### config.mk
export PLATFORM = sky130hd
export DESIGN_NAME = ripple_count_monitor
export DESIGN_NICKNAME = d
export VERILOG_FILES = /design/src/rtl/counter_pkg.sv /design/src/rtl/stable_filter.sv /design/src/rtl/ripple_count_monitor.sv
export SDC_FILE = /design/constraint.sdc
export NUM_CORES = 1
export LEC_CHECK = 0
export ABC_AREA = 1
export ABC_CLOCK_PERIOD_IN_PS = 3330
export BUFFER_PORTS_ARGS = -buffer_cell sky130_fd_sc_hd__buf_2
export CAP_MARGIN = 30
export CORE_ASPECT_RATIO = 0.8
export CORE_MARGIN = 4
export CORE_UTILIZATION = 56
export DETAILED_ROUTE_END_ITERATION = 6
export PLACE_DENSITY = 0.81
export SLEW_MARGIN = 20
export SYNTH_ARGS = -nofsm -noshare
export SYNTH_HDL_FRONTEND = slang
export SYNTH_SLANG_ARGS = --single-unit
### constraint.sdc
create_clock -name clk -period 3.33 [get_ports clk]
set_clock_uncertainty 0.2 [all_clocks]
set_input_delay 0.1665 -clock clk [delete_from_list [all_inputs] [get_ports clk]]
set_output_delay 0.1665 -clock clk [all_outputs]
set_load 0.01 [all_outputs]
### src/rtl/counter_pkg.sv
// Shared defaults and FSM encoding for the ripple-counter consumer.
package counter_pkg;

    localparam int CNT_W_DEF      = 4;
    localparam int ACC_W_DEF      = 8;
    localparam int STABLE_CYC_DEF = 2;

    typedef enum logic {
        ST_INIT  = 1'b0,
        ST_TRACK = 1'b1
    } mon_state_t;

endpackage

### src/rtl/stable_filter.sv
// Glitch filter: a value is reported stable once it has been sampled on
// STABLE_CYC consecutive edges, the current edge included.
module stable_filter #(
    parameter int CNT_W      = 4,
    parameter int STABLE_CYC = 2
) (
    input  logic             clk,
    input  logic             reset,
    input  logic [CNT_W-1:0] cnt_in,
    output logic             stable_vld,
    output logic [CNT_W-1:0] stable_val
);

    localparam logic [2:0] STAB_MAX  = 3'(STABLE_CYC);
    localparam logic [2:0] STAB_NEED = 3'((STABLE_CYC >= 2) ? STABLE_CYC - 2 : 0);

    logic [CNT_W-1:0] samp;
    logic [2:0]       stab;
    logic             match;

    assign match      = (cnt_in == samp);
    assign stable_val = cnt_in;

    always_ff @(posedge clk or posedge reset) begin
        if (reset) begin
            samp <= '0;
            stab <= '0;
        end else begin
            samp <= cnt_in;
            if (!match)
                stab <= '0;
            else if (stab < STAB_MAX)
                stab <= stab + 3'd1;
        end
    end

    // stab counts matches before this edge; this edge adds one more sample
    // and the first sample of the run is the mismatching one, hence S-2.
    generate
        if (STABLE_CYC <= 1) begin : g_pass
            assign stable_vld = 1'b1;
        end else begin : g_filt
            assign stable_vld = match && (stab >= STAB_NEED);
        end
    endgenerate

endmodule

### src/rtl/ripple_count_monitor.sv
// Accumulates filtered ripple-counter increments into a saturating total and
// reports a snapshot of the total over valid/ready on every wrap.
module ripple_count_monitor
    import counter_pkg::*;
#(
    parameter int CNT_W      = CNT_W_DEF,
    parameter int ACC_W      = ACC_W_DEF,
    parameter int STABLE_CYC = STABLE_CYC_DEF
) (
    input  logic             clk,
    input  logic             reset,
    input  logic [CNT_W-1:0] cnt_in,
    input  logic             clear,
    output logic [ACC_W-1:0] acc,
    output logic             acc_ovf,
    output logic             wrap_pulse,
    output logic             tc_pulse,
    output logic [ACC_W-1:0] rpt_data,
    output logic             rpt_valid,
    input  logic             rpt_ready,
    output logic             rpt_lost
);

    logic             stable_vld;
    logic [CNT_W-1:0] stable_val;

    stable_filter #(
        .CNT_W      (CNT_W),
        .STABLE_CYC (STABLE_CYC)
    ) u_filt (
        .clk        (clk),
        .reset      (reset),
        .cnt_in     (cnt_in),
        .stable_vld (stable_vld),
        .stable_val (stable_val)
    );

    mon_state_t       state;
    logic [CNT_W-1:0] last;
    logic [CNT_W-1:0] delta;
    logic [ACC_W:0]   sum;
    logic [ACC_W-1:0] acc_nxt;
    logic             clip;
    logic             accept;
    logic             wrap;
    logic             tc;
    logic             snap_ok;

    always_comb begin
        delta   = stable_val - last;
        sum     = {1'b0, acc} + (ACC_W+1)'(delta);
        clip    = sum[ACC_W];
        acc_nxt = clip ? {ACC_W{1'b1}} : sum[ACC_W-1:0];
        accept  = (state == ST_TRACK) && stable_vld && (stable_val != last);
        wrap    = accept && (stable_val < last);
        tc      = accept && (stable_val == {CNT_W{1'b1}});
        snap_ok = !rpt_valid || rpt_ready;
    end

    always_ff @(posedge clk or posedge reset) begin
        if (reset) begin
            state      <= ST_INIT;
            last       <= '0;
            acc        <= '0;
            acc_ovf    <= 1'b0;
            wrap_pulse <= 1'b0;
            tc_pulse   <= 1'b0;
            rpt_data   <= '0;
            rpt_valid  <= 1'b0;
            rpt_lost   <= 1'b0;
        end else begin
            wrap_pulse <= 1'b0;
            tc_pulse   <= 1'b0;
            if (rpt_valid && rpt_ready)
                rpt_valid <= 1'b0;

            // clear outranks any acceptance, but a pending report survives it
            if (clear) begin
                state    <= ST_INIT;
                acc      <= '0;
                acc_ovf  <= 1'b0;
                rpt_lost <= 1'b0;
            end else begin
                case (state)
                    ST_INIT: begin
                        if (stable_vld) begin
                            last  <= stable_val;
                            state <= ST_TRACK;
                        end
                    end
                    ST_TRACK: begin
                        if (accept) begin
                            acc        <= acc_nxt;
                            last       <= stable_val;
                            tc_pulse   <= tc;
                            wrap_pulse <= wrap;
                            if (clip)
                                acc_ovf <= 1'b1;
                            if (wrap) begin
                                if (snap_ok) begin
                                    rpt_data  <= acc_nxt;
                                    rpt_valid <= 1'b1;
                                end else begin
                                    rpt_lost  <= 1'b1;
                                end
                            end
                        end
                    end
                    default: state <= ST_INIT;
                endcase
            end
        end
    end

endmodule
==> Word-level counts from Yosys, hierarchy flattened <==
Cells that the tools add are included.
{ "totals": {"ff_bits": 33, "latchBits": 0, "mem_bits_rw": 0, "romBits": 0, "input_bits": 8, "output_inout_bits": 21, "n_memories": 0} }
{ "classes": {"addsub": 3, "mul": 0, "n_div": 0, "order_cmp": 3, "n_eq_ne": 7, "n_shift": 0, "n_mux": 33, "bitwise_logic": 2, "reduce_logical": 17} }
{ "ops": {"columns": ["operator", "n"], "rows": [
  ["$mux W8", 4],
  ["$mux W1", 24],
  ["$add A8 B4 Y9", 1],
  ["$mux W4", 2],
  ["$pmux W4 S2", 1],
  ["$reduce_bool A2 Y1", 4],
  ["$logic_and A1 B1 Y1", 6],
  ["$mux W3", 2],
  ["$ne A2 B2 Y1 const B", 3],
  ["$reduce_and A3 Y1", 2],
  ["$reduce_and A5 Y1", 1],
  ["$eq A4 B4 Y1", 1],
  ["$eq A4 B4 Y1 const B", 1],
  ["$lt A4 B4 Y1", 1],
  ["$ne A4 B4 Y1", 1],
  ["$reduce_and A4 Y1", 1],
  ["$sub A4 B4 Y4", 1],
  ["$add A3 B1 Y3 const B", 1],
  ["$ge A3 B1 Y1 const B", 1],
  ["$lt A3 B2 Y1 const B", 1],
  ["$ne A2 B1 Y1 const B", 1],
  ["$not A1 Y1", 2],
  ["$reduce_and A2 Y1", 1],
  ["$logic_not A1 Y1", 1],
  ["$logic_or A1 B1 Y1", 1]
]} }

==> Logic depth before layout (Yosys ltp) <==
Gate-level depths: netlist of run 1.
{ "logic_depth": {"word_depth": 9, "depth_mapped": 15} }

==> Modules after synthesis <==
Synthesis of run 1 repeated with hierarchy kept, for this count alone.
{ "unflattened": {"hier_cells": 216, "hier_area_um2": 1724.2} }
{ "by_module_without_submodules": {"columns": ["mod", "instances", "cells_per_inst", "area_each_um2", "seq_area_each_um2"], "rows": [
  ["ripple_count_monitor", 1, 192, 1524.0, 650.6],
  ["stable_filter", 1, 24, 200.2, 100.1]
]} }

==> Worst setup path after synthesis of run 1 <==
Ideal clock, no wire load.
{ "synth_timing": {"kind": "reg-to-reg", "from": "reg last[0]", "to": "reg rpt_data[5]", "arrival_time_ns": 2.047, "required_time_ns": 3.012, "setup_slack_ns": 0.965, "path_stages_with_launch": 12, "path_buffers": 0, "synth_period_minus_slack_ns": 2.365, "cell_sequence": "dfrtp_1 -> ha_1 -> fa_1 -> xnor2_1 -> ha_1 -> or2_1 -> nand3b_1 -> nand2_1 -> nand2_1 -> nand3_1 -> nand3_1 -> nand2_1"} }
{ "synth_via": {"elab_chain_len": 4} }
{ "synth_rtl": {"columns": ["item", "line_no", "rtl"], "rows": [
  ["start, declared", "ripple_count_monitor.sv:39", "logic [CNT_W-1:0] last;"],
  ["start signal, assigned", "ripple_count_monitor.sv:87", "last <= stable_val;"],
  ["start signal, assigned", "ripple_count_monitor.sv:94", "last <= stable_val;"],
  ["parallel branches: the longest is 4 deep, another holds $add A8 B4 Y9", null, null],
  ["end signal, assigned", "ripple_count_monitor.sv:101", "rpt_data <= acc_nxt;"],
  ["end, declared", "ripple_count_monitor.sv:18", "output logic [ACC_W-1:0] rpt_data,"]
]} }
Several ways; the timed one is not identified.
A chain may end at the register's enable or synchronous reset.

==> Worst setup path in the final report of run 1 <==
{ "layout_timing": {"from": "in cnt_in[2]", "to": "reg rpt_data[4]"} }
{ "layout_via": {"elab_chain_len": 6} }
{ "layout_rtl": {"columns": ["item", "line_no", "rtl"], "rows": [
  ["start, declared", "ripple_count_monitor.sv:12", "input logic [CNT_W-1:0] cnt_in,"],
  ["parallel branches: the longest is 6 deep, another holds $add A8 B4 Y9", null, null]
]} }
Several ways; the timed one is not identified.

==> flow_summary_export.csv, run 1 <==
group,metric,value,unit
run_status,outcome,"finished clean",
setup_path,path_cells,"dlygate4sd3_1, buf_2, ha_1, nand2_1, o21ai_0, xor2_1, ha_1, nand2_1, nand2_1, inv_1, nand2_1, nand2_1, nand3_1, nand4_1, nand2_1",
synth,synth_edf_count,0,
floorplanning,rows,18,
floorplanning,die_area,4212,µm²
routing,ant_nets,0,
power,total_leakage_power,1.220,nW
synth,synth-seq-area-share,41.47,%
finish,layout-drive-gt1-share,27.34,%
clocking,max-clock-path-buffers,2,
routing,drc_errors,0,
grt,initial_antenna_violation_count,0,
run,max_cap_viol_count,0,
power,peakVddDrop,0.2902,mV
setup_path,worst_r2r_path_depth,14,
finish,antenna_cells_inserted,0,
synth,ys_warn_count,0,
setup_path,worst_r2r_startpoint,"last[1]",
hold_path,worstHoldEndpoint,"rpt_lost",
timing,setup_slack,363.2,ps
timing,setup-violations-final,0,
setup_path,regToRegSetupSlack,560,ps
hold_path,hold_start,"rpt_ready",
setup_path,crit_path_end_kind,"register",
setup_path,worst-setup-path-type,"in2reg",
synth,ys_dominant_reg_cell,"sky130_fd_sc_hd__dfrtp_1",
timing,max_slew_violation_total_from_the_final_report,0,
grt,grt-ovfl-total,0,
place,routability_driven_placement_congestion_ratio,0.9229,
power,net_switching,0.3568,mW
clocking,tritoncts,"yes",
setup_path,critical_path_peak_fanout,8,
setup_path,critical_path.slowest_cell,"sky130_fd_sc_hd__dlygate4sd3_1",
setup_path,critPathRequiredTime,3310,ps
synth,synth-seq-cells,30,
clocking,clock_sinks,30,
timing,rsz0062_at_grt,"no",
routing,routedWlPerCell,13.26,µm
power,cellPowerDensity,536.7,nW/µm²
setup_path,rr_endpoint,"rpt_data[4]",
hold_path,min_path_cells,4,
hold_path,timing.hold.worst.class,"in2reg",
power,share_comb_of_total_power,26.1,%
setup_path,critPathLaunchType,"primary input",
clocking,root_buffer,"sky130_fd_sc_hd__clkbuf_8",
clocking,cts_made_buffers,5,
power,finalPower,1.181,mW
synth,synthesis.nets,233,
routing,drt_iter0_markers,106,
timing,timing.final.crit_share,89.09,%
routing,dr.pass1.iters,5,
grt,grt.total_usage,21.60,%
grt,grt_start_max_net_pins,31,
grt,grt_pass1_wl,7.010,mm
synth,postSynth.asyncResetShare,100.0,%
routing,routed_via_density,5.118,
routing,vias,1515,
floorplanning,pin_count,29,
routing,wirelength,3.924,mm
finish,nets,273,
grt,vias_in_the_first_global_route,1496,
timing,fmaxAchievable,337.1,MHz
setup_path,critical_path.most_common_cell,"sky130_fd_sc_hd__nand2_1",
synth,syn-mean-instance-area,8.421,µm²
timing,timing.final.crit_period,2967,ps
finish,area_growth_syn_to_layout,21.56,%
timing,finalHoldViolations,0,
synth,mapped_cell_area,1810,µm²
floorplanning,floorplan.core_area,3085,µm²
power,power_frac_seq,34.7,%
clocking,clkLatencyLatePin,290,ps
place,portBuffers,28,
clocking,cts_setup_buffers,0,
timing,worstMarginPinSlew,389.2,ps
synth,post_synth_num_cell_types,29,
clocking,h-tree-depth,2,
power,power.share.switching,30.20,%
timing,sum_of_negative_setup_slack,0,ps
power,power.clock.fraction,39.2,%
place,dpl.hpwl,2.808,mm
floorplanning,floorplan.die.width,71.57,µm
power,internal_power,0.8244,mW
floorplanning,initial_utilization,58.68,%
synth,synthesis.instances,215,
setup_path,cp.arrival,2950,ps
clocking,postCtsResizedCells,0,
setup_path,max_stage_delay,530,ps
place,pre_cts_slack,643.2,ps
floorplanning,die_height,58.86,µm
timing,relative_max_transition_margin,74.02,%
clocking,clk_transition_reported_paths,70,ps
==> worst max-delay path, delay by kind of cell <==
family | cells | cell delay (ps)
simple gates | 8 | 940
fa+ha+maj | 2 | 660
buf+inv | 3 | 760
xor+xnor | 1 | 190
compound gates | 1 | 230
==> power by group through the flow <==
stage / Sequential, mW / Clock (mW) / Combinational (mW)
finish: 0.409 / 0.463 / 0.309
global route: 0.412 / 0.488 / 0.348
CTS: 0.409 / 0.469 / 0.304
detailed placement: 0.416 / 0 / 0.295
global placement: 0.415 / 0 / 0.290
floorplan: 0.418 / 0 / 0.225
==> cell usage in the layout, fill, tap and decap left out, drive strengths merged <==
| cell | synthesis | layout |
|---|---|---|
| or2 | 1 | 1 |
| o22ai | 1 | 1 |
| xnor2 | 1 | 1 |
| fa | 2 | 2 |
| dlygate4sd3 | 0 | 6 |
| ha | 8 | 8 |
| nor2 | 13 | 13 |
| bufinv | 0 | 2 |
| nand2 | 75 | 75 |
| o21ai | 11 | 11 |
| clkbuf | 0 | 6 |
| nand3 | 18 | 18 |
| a21o | 1 | 1 |
| inv | 34 | 34 |
| a21oi | 3 | 3 |
| nand4 | 9 | 9 |
| xor2 | 2 | 2 |
| buf | 2 | 29 |
| dfrtp | 30 | 30 |
| nor3 | 2 | 2 |
| nand3b | 2 | 2 |
==> synthesized netlist by cell type, types with 3 or more instances <==
cell                      number  share of area (%)
sky130_fd_sc_hd__nand4_1       7                2.4
sky130_fd_sc_hd__nand2_1      64                 13
sky130_fd_sc_hd__nor2_4        3                1.9
sky130_fd_sc_hd__inv_1        25                5.2
sky130_fd_sc_hd__nor2_8        3                3.3
sky130_fd_sc_hd__nor2_1        5                1.0
sky130_fd_sc_hd__nand2_2       9                3.1
sky130_fd_sc_hd__dfrtp_1      30                 41
sky130_fd_sc_hd__o21ai_1       9                2.5
sky130_fd_sc_hd__ha_1          8                5.5
sky130_fd_sc_hd__nand3_1      17                4.7
sky130_fd_sc_hd__inv_2         9                1.9
==> how the worst max path moves through the flow <==
stage,from,to,slack (ps),cells past startpoint
after floorplan,last[0],rpt_data[5],970,11
after detailed placement,last[1],rpt_data[4],640,14
after global routing,cnt_in[2],rpt_data[4],160,15
after global placement,last[1],rpt_data[4],630,14
after CTS,cnt_in[2],rpt_data[4],390,15
final,cnt_in[2],rpt_data[4],360,15
==> stage by stage <==
stage / hold WS (ps) / std cells / instance area (µm²) / util [%]
final: 209.2 / 296 / 2201 / 71.33
after global routing: 232.6 / 296 / 2201 / 71.33
after CTS: 200.6 / 296 / 2201 / 71.33
after detailed placement: 60.90 / 282 / 1998 / 64.76
after global placement: 58.05 / 282 / 1998 / 64.76
after floorplan: -2.070 / 215 / 1810 / -
==> flip-flops by register name (all words and copies together) (netlist names) <==
name and cells:
acc 8, rpt_data 8, last 4, u_filt.samp 4, acc_ovf 1, rpt_lost 1
rpt_valid 1, state 1, tc_pulse 1, wrap_pulse 1
==> cell type report <==
cell class / count / area (µm²)
clock inverters: 2 / 60.06
flip-flops and latches: 30 / 750.7
multi-input cells: 149 / 922.1
clock buffers: 6 / 82.58
well taps: 40 / 50.05
repair buffers: 35 / 207.7
inverters: 34 / 127.6
fillers: 252 / 884.6
==> routing by layer <==
metal	GRT usage [%]	vias to the layer above	wire [µm]
li1	-	762	-
met3	4.608	5	218
met1	30.72	703	1891
met5	0	-	0
met4	8.043	0	33
met2	32.59	45	1780
==> cells by family after synthesis <==
kind of cell / count (synthesis) / synth area share, %
and+or+nand+nor: 120 / 36.70
xor gates and xnor gates: 3 / 1.452
buffers and inverters: 36 / 7.602
adders and majority gates: 10 / 7.740
DFF: 30 / 41.47
AOI/OAI and AO/OA: 16 / 5.045
==> repair_timing <==
item,in CTS,in global routing
endpoints found under the hold margin,38,0
hold buffers,6,0
setup endpoints to repair,0,0
No activity file was read; power rests on OpenSTA's default activity.
==> run 2, diff against run 1 <==
- CORE_UTILIZATION: 56 -> 55
- PLACE_DENSITY: 0.81 -> 0.8
- SYNTH_HIERARCHICAL: not set -> 1
==> flow_summary_export.csv, run 2 <==
group,metric,value,unit
routing,ant_nets,0,
setup_path,critical_path_peak_fanout,5,
floorplanning,die_area,4100,µm²
synth,library_cell_with_the_largest_summed_area_after_synthesis,"sky130_fd_sc_hd__dfrtp_1",
setup_path,path_cells,"dlygate4sd3_1, buf_2, inv_1, ha_1, fa_1, xnor2_1, ha_1, or2_2, nand3_1, nand2_1, nand2_1, nand3_1, nand2_1, nand2_1",
routing,dr.pass1.iters,4,
synth,yosysTopAreaCellShare,43.54,%
place,dpl.hpwl,2.859,mm
finish,layout.cells.most_common_list,"sky130_fd_sc_hd__nand2_1 (79), sky130_fd_sc_hd__dfrtp_1 (30), sky130_fd_sc_hd__inv_1 (29)",
clocking,postCtsResizedCells,0,
grt,initial_antenna_violation_count,0,
place,routability_driven_placement_congestion_ratio,0.8896,
power,peakVddDrop,0.2920,mV
clocking,max-clock-path-buffers,2,
timing,timing.final.crit_period,2954,ps
power,total_leakage_power,1.187,nW
power,cellPowerDensity,512.0,nW/µm²
routing,drc_errors,0,
synth,postSynth.asyncResetShare,100.0,%
finish,layout_top_registers,"acc (8), rpt_data (8)",
timing,sum_of_negative_setup_slack,0,ps
power,share_comb_of_total_power,29.1,%
run,max_cap_viol_count,0,
routing,wirelength,4.008,mm
clocking,clock_sinks,30,
setup_path,cp.arrival,2930,ps
routing,routed_via_density,5.021,
power,net_switching,0.3411,mW
setup_path,critPathRequiredTime,3300,ps
synth,synthesis.instances,216,
grt,grt.total_usage,22.27,%
clocking,clkLatencyLatePin,280,ps
synth,synth-seq-area-share,43.54,%
setup_path,critPathLaunch,"cnt_in[0]",
clocking,cts_made_buffers,5,
finish,layout-drive-gt1-share,21.26,%
power,finalPower,1.056,mW
setup_path,max_stage_delay,530,ps
clocking,root_buffer,"sky130_fd_sc_hd__clkbuf_8",
synth,yosys.cell_count.top_type,"sky130_fd_sc_hd__nand2_1",
run_status,outcome,"finished clean",
setup_path,worst-setup-path-type,"in2reg",
clocking,clk_transition_reported_paths,60,ps
synth,ys_top_cells_by_count,"sky130_fd_sc_hd__nand2_1 (79), sky130_fd_sc_hd__dfrtp_1 (30), sky130_fd_sc_hd__inv_1 (29)",
grt,gr-max-usage-layer,"met2",
floorplanning,rows,17,
grt,grt_pass1_wl,7.024,mm
grt,groute.layer.met3.usage,6.586,%
setup_path,crit_path_end_kind,"register",
power,power.share.switching,32.31,%
timing,max_slew_violation_total_from_the_final_report,0,
timing,finalHoldViolations,0,
setup_path,critical_path.most_common_cell,"sky130_fd_sc_hd__nand2_1",
synth,synth_edf_count,0,
floorplanning,floorplan.die.width,70.60,µm
setup_path,critical_path.slowest_cell,"sky130_fd_sc_hd__dlygate4sd3_1",
grt,met2_usage,35.20,%
synth,ys_dominant_reg_cell,"sky130_fd_sc_hd__dfrtp_1",
timing,relative_max_transition_margin,66.58,%
finish,antenna_cells_inserted,0,
place,portBuffers,28,
grt,grt_use_met1,28.70,%
synth,main_area_contributors_after_synthesis,"sky130_fd_sc_hd__dfrtp_1 (44%), sky130_fd_sc_hd__nand2_1 (17%), sky130_fd_sc_hd__inv_1 (6.3%)",
synth,synthesis.nets,234,
routing,vias,1466,
timing,fmaxAchievable,338.5,MHz
finish,area_growth_syn_to_layout,19.59,%
clocking,tritoncts,"yes",
synth,synth-seq-cells,30,
power,power.clock.fraction,32.7,%
hold_path,timing.hold.worst.class,"in2reg",
timing,setup-violations-final,0,
hold_path,hold_start,"clear",
timing,rsz0062_at_grt,"no",
power,internal_power,0.7146,mW
setup_path,critPathLaunchType,"primary input",
power,power_frac_seq,38.2,%
floorplanning,pin_count,29,
synth,mapped_cell_area,1724,µm²
timing,timing.final.crit_share,88.72,%
floorplanning,initial_utilization,60.04,%
synth,syn-mean-instance-area,7.982,µm²
routing,routedWlPerCell,13.73,µm
finish,final_common_cell,"sky130_fd_sc_hd__nand2_1",
setup_path,worst_r2r_startpoint,"last[0]",
floorplanning,die_height,58.08,µm
finish,nets,271,
grt,grt-ovfl-total,0,
clocking,h-tree-depth,2,
floorplanning,floorplan.core_area,2872,µm²
synth,post_synth_num_cell_types,26,
grt,grt_start_max_net_pins,16,
synth,ys_warn_count,6,
routing,drt_iter0_markers,138,
timing,worstMarginPinSlew,500.8,ps
grt,vias_in_the_first_global_route,1531,
run 2: cell count changes in the layout (fill, tap and decap cells not counted), moves of 4 or more:
cell                      change
sky130_fd_sc_hd__inv_1        +4
sky130_fd_sc_hd__inv_2        -7
sky130_fd_sc_hd__nand2_1     +15
sky130_fd_sc_hd__nand2_2      -8
sky130_fd_sc_hd__nand3_1      -6
sky130_fd_sc_hd__nand4_1      -4
sky130_fd_sc_hd__nor2_1      +11
sky130_fd_sc_hd__o21ai_0      +5
sky130_fd_sc_hd__o21ai_1      -7
run 2: path summary, 6_finish.rpt:
path | cells after the start | endpoint | slack (ps)
hold reg to reg | 2 | rpt_data[5] | 280
max in group asynchronous | 4 | rpt_data[6] | 2180
min in group asynchronous | 3 | u_filt/samp[1] | 130
setup / recovery | 14 | rpt_data[7] | 380
setup reg to reg | 11 | rpt_data[7] | 640
hold / removal | 2 | wrap_pulse | 60
run 2: cell families after synthesis:
family | Yosys count | share of synthesized area [%]
AND/OR/NAND/NOR | 123 | 33.31
XOR/XNOR | 4 | 2.032
AO/OA/AOI/OAI | 12 | 3.556
flip-flops | 30 | 43.54
buffers and inverters | 37 | 9.434
adder cells (fa/ha/maj) | 10 | 8.128
run 2: metrics by stage:
stage,area [µm²],cells,worst slack [ps],hold WS (ps),utilization (%)
floorplan,1724,216,941.1,-267.4,-
global placement,1877,277,778.1,-131.5,65.36
detailed placement,1892,278,722.7,-120.1,65.88
CTS,2062,292,447.5,57.25,71.81
global route,2062,292,241.4,62.45,71.81
finish,2062,292,375.5,55.97,71.81
run 2: area by class of cell:
| type | instances | area, µm² |
|---|---|---|
| clock buffers | 8 | 110.1 |
| fillers | 220 | 809.5 |
| inverters | 32 | 127.6 |
| multi-input cells | 149 | 810.8 |
| flip-flops and latches | 30 | 750.7 |
| well taps | 38 | 47.55 |
| repair buffers | 35 | 215.2 |
run 2: critical path, delay by kind of cell:
kind          cells  cell delay (ps)
xor+xnor          1              190
simple gates      7              910
fa+ha+maj         3              910
buf+inv           3              750
run 2: power groups by stage:
stage	sequential, mW	clock [mW]	combinational (mW)
5_1_grt	0.406	0.369	0.352
3_3_place_gp	0.408	0	0.285
6_report	0.403	0.345	0.308
3_5_place_dp	0.409	0	0.295
2_1_floorplan	0.407	0	0.230
4_1_cts	0.403	0.350	0.306
run 2: what timing repair did:
item                      CTS  global route
hold endpoints to repair   21             0
hold buffers                6             0
setup buffers               0             0
run 2: metal layers:
layer	part of all wire, %	vias up
li1	-	730
met2	46	61
met1	43	667
met4	2.0	0
met5	0	-
met3	9.0	8
==> run 3, diff against run 2 <==
- CORE_MARGIN: 4 -> 2
==> flow_summary_export.csv, run 3 (synthesized netlist as in run 2, its figures left out) <==
group,metric,value,unit
run_status,outcome,"finished clean",
clocking,clock_sinks,30,
finish,final_common_cell,"sky130_fd_sc_hd__nand2_1",
hold_path,hold_start,"clear",
timing,relative_max_transition_margin,66.68,%
clocking,clkLatencyLatePin,280,ps
clocking,tritoncts,"yes",
grt,vias_in_the_first_global_route,1373,
place,portBuffers,28,
routing,routedWlPerCell,13.45,µm
routing,drc_errors,0,
clocking,cts_made_buffers,5,
place,routability_driven_placement_congestion_ratio,0.8381,
timing,fmaxAchievable,344.5,MHz
grt,initial_antenna_violation_count,0,
clocking,h-tree-depth,2,
finish,antenna_cells_inserted,0,
grt,grt-ovfl-total,0,
routing,wirelength,3.953,mm
setup_path,path_cells,"dlygate4sd3_1, buf_2, inv_1, ha_1, fa_1, fa_1, inv_1, nand3_1, nand3_1, nand3_2, o21ai_0, nand2_1, nand2_1",
timing,setup-violations-final,0,
setup_path,critPathRequiredTime,3350,ps
floorplanning,die_area,3602,µm²
clocking,max-clock-path-buffers,2,
run,max_cap_viol_count,0,
finish,nets,271,
finish,layout_top_registers,"acc (8), rpt_data (8)",
setup_path,critical_path.slowest_cell,"sky130_fd_sc_hd__dlygate4sd3_1",
setup_path,regToRegSetupSlack,660,ps
setup_path,max_stage_delay,520,ps
grt,grt_pass1_wl,6.479,mm
setup_path,critPathLaunchType,"primary input",
routing,drt_iter0_markers,87,
timing,timing.final.crit_share,87.17,%
setup_path,rr_endpoint,"acc[2]",
timing,timing.final.crit_period,2903,ps
setup_path,worst-setup-path-type,"in2reg",
place,placed_area,1907,µm²
timing,sum_of_negative_setup_slack,0,ps
routing,vias,1505,
power,cellPowerDensity,558.1,nW/µm²
finish,layout-drive-gt1-share,21.26,%
floorplanning,die_height,54.08,µm
setup_path,critical_path_peak_fanout,7,
finish,final_core_utilization,69.38,%
floorplanning,initial_utilization,56.71,%
setup_path,worst_r2r_startpoint,"last[1]",
timing,worstMarginPinSlew,499.3,ps
grt,grt_start_max_net_pins,18,
power,finalPower,1.177,mW
floorplanning,pin_count,29,
setup_path,cp.arrival,2930,ps
floorplanning,floorplan.die.width,66.60,µm
setup_path,cpLargestDelayFamily,"adder cells",
clocking,root_buffer,"sky130_fd_sc_hd__clkbuf_8",
hold_path,timing.hold.worst.class,"in2reg",
setup_path,worst_path_bufs_invs,4,
finish,area_growth_syn_to_layout,22.35,%
clocking,postCtsResizedCells,0,
finish,final.fill_count,255,
setup_path,crit_path_end_kind,"register",
hold_path,worstHoldEndpoint,"wrap_pulse",
floorplanning,floorplan.core_area,3040,µm²
floorplanning,rows,18,
setup_path,worst_r2r_path_depth,12,
timing,rsz0062_at_grt,"no",
clocking,clk_transition_reported_paths,70,ps
routing,dr.pass1.iters,5,
finish,final_cell_area,2110,µm²
power,peakVddDrop,0.2711,mV
routing,routed_via_density,5.119,
routing,ant_nets,0,
timing,holdWs,28.47,ps
timing,max_slew_violation_total_from_the_final_report,0,
timing,finalHoldViolations,0,
setup_path,cp.depth,13,
grt,grt.total_usage,25.06,%
finish,layout.cells.most_common_list,"sky130_fd_sc_hd__nand2_1 (79), sky130_fd_sc_hd__dfrtp_1 (30), sky130_fd_sc_hd__inv_1 (29)",
hold_path,min_path_cells,2,
place,dpl.hpwl,2.869,mm
power,total_leakage_power,1.206,nW
## run 3: how the worst max path moves through the flow
stage,startpoint,to,slack (ps)
after CTS,cnt_in[0],rpt_data[7],490
after global routing,cnt_in[0],rpt_data[5],270
after floorplan,last[0],acc[5],940
final,cnt_in[0],acc[2],430
after global placement,last[0],rpt_data[7],760
after detailed placement,cnt_in[0],rpt_data[7],750
## run 3: timing repair
item                                   CTS  global route
setup endpoints to repair                0             0
hold buffers                             6             0
setup buffers                            0             0
endpoints found under the hold margin   18             0
## run 3: worst register-to-register path, cell delays in order (launching register included)
cell	delay (ps)
sky130_fd_sc_hd__dfrtp_1	410
sky130_fd_sc_hd__inv_1	70
sky130_fd_sc_hd__ha_1	290
sky130_fd_sc_hd__nand2_1	50
sky130_fd_sc_hd__o21ai_0	200
sky130_fd_sc_hd__xor2_1	210
sky130_fd_sc_hd__ha_1	330
sky130_fd_sc_hd__nand2_1	130
sky130_fd_sc_hd__nand3_1	170
sky130_fd_sc_hd__nand3_2	190
sky130_fd_sc_hd__o21ai_0	150
sky130_fd_sc_hd__nand2_1	110
sky130_fd_sc_hd__nand2_1	60
## run 3: per-layer routing
layer  GRT usage [%]  share of wire (%)  wire [µm]  vias to the layer above
met5               0                  0          0                        -
met4           9.524                1.4         57                        0
met3           4.812                7.0        277                        9
met2           39.33                 46       1831                       65
met1           34.75                 45       1786                      696
li1                -                  -          -                      735
## run 3: power by group
group	leakage, nW	switching, mW	total (mW)	internal, mW
Combinational	0.734	0.188	0.307	0.119
Sequential	0.400	0.0140	0.403	0.389
Clock	0.0714	0.149	0.468	0.319
Total	1.21	0.350	1.18	0.827
## run 3: final cells by class
type / instances / area [µm²] / share of cell area, %
Multi-Input combinational cell: 149 / 810.8 / 38.43
Sequential cell: 30 / 750.7 / 35.59
Timing Repair Buffer: 35 / 227.7 / 10.79
Inverter: 32 / 127.6 / 6.050
Clock buffer: 6 / 82.58 / 3.915
Clock inverter: 2 / 60.06 / 2.847
Tap cell: 40 / 50.05 / 2.372
## run 3: through the flow
step	instances	worst slack (ps)
floorplan	216	941.1
global placement	279	758.0
detailed placement	280	747.5
CTS	294	494.6
global route	294	266.2
finish	294	427.3
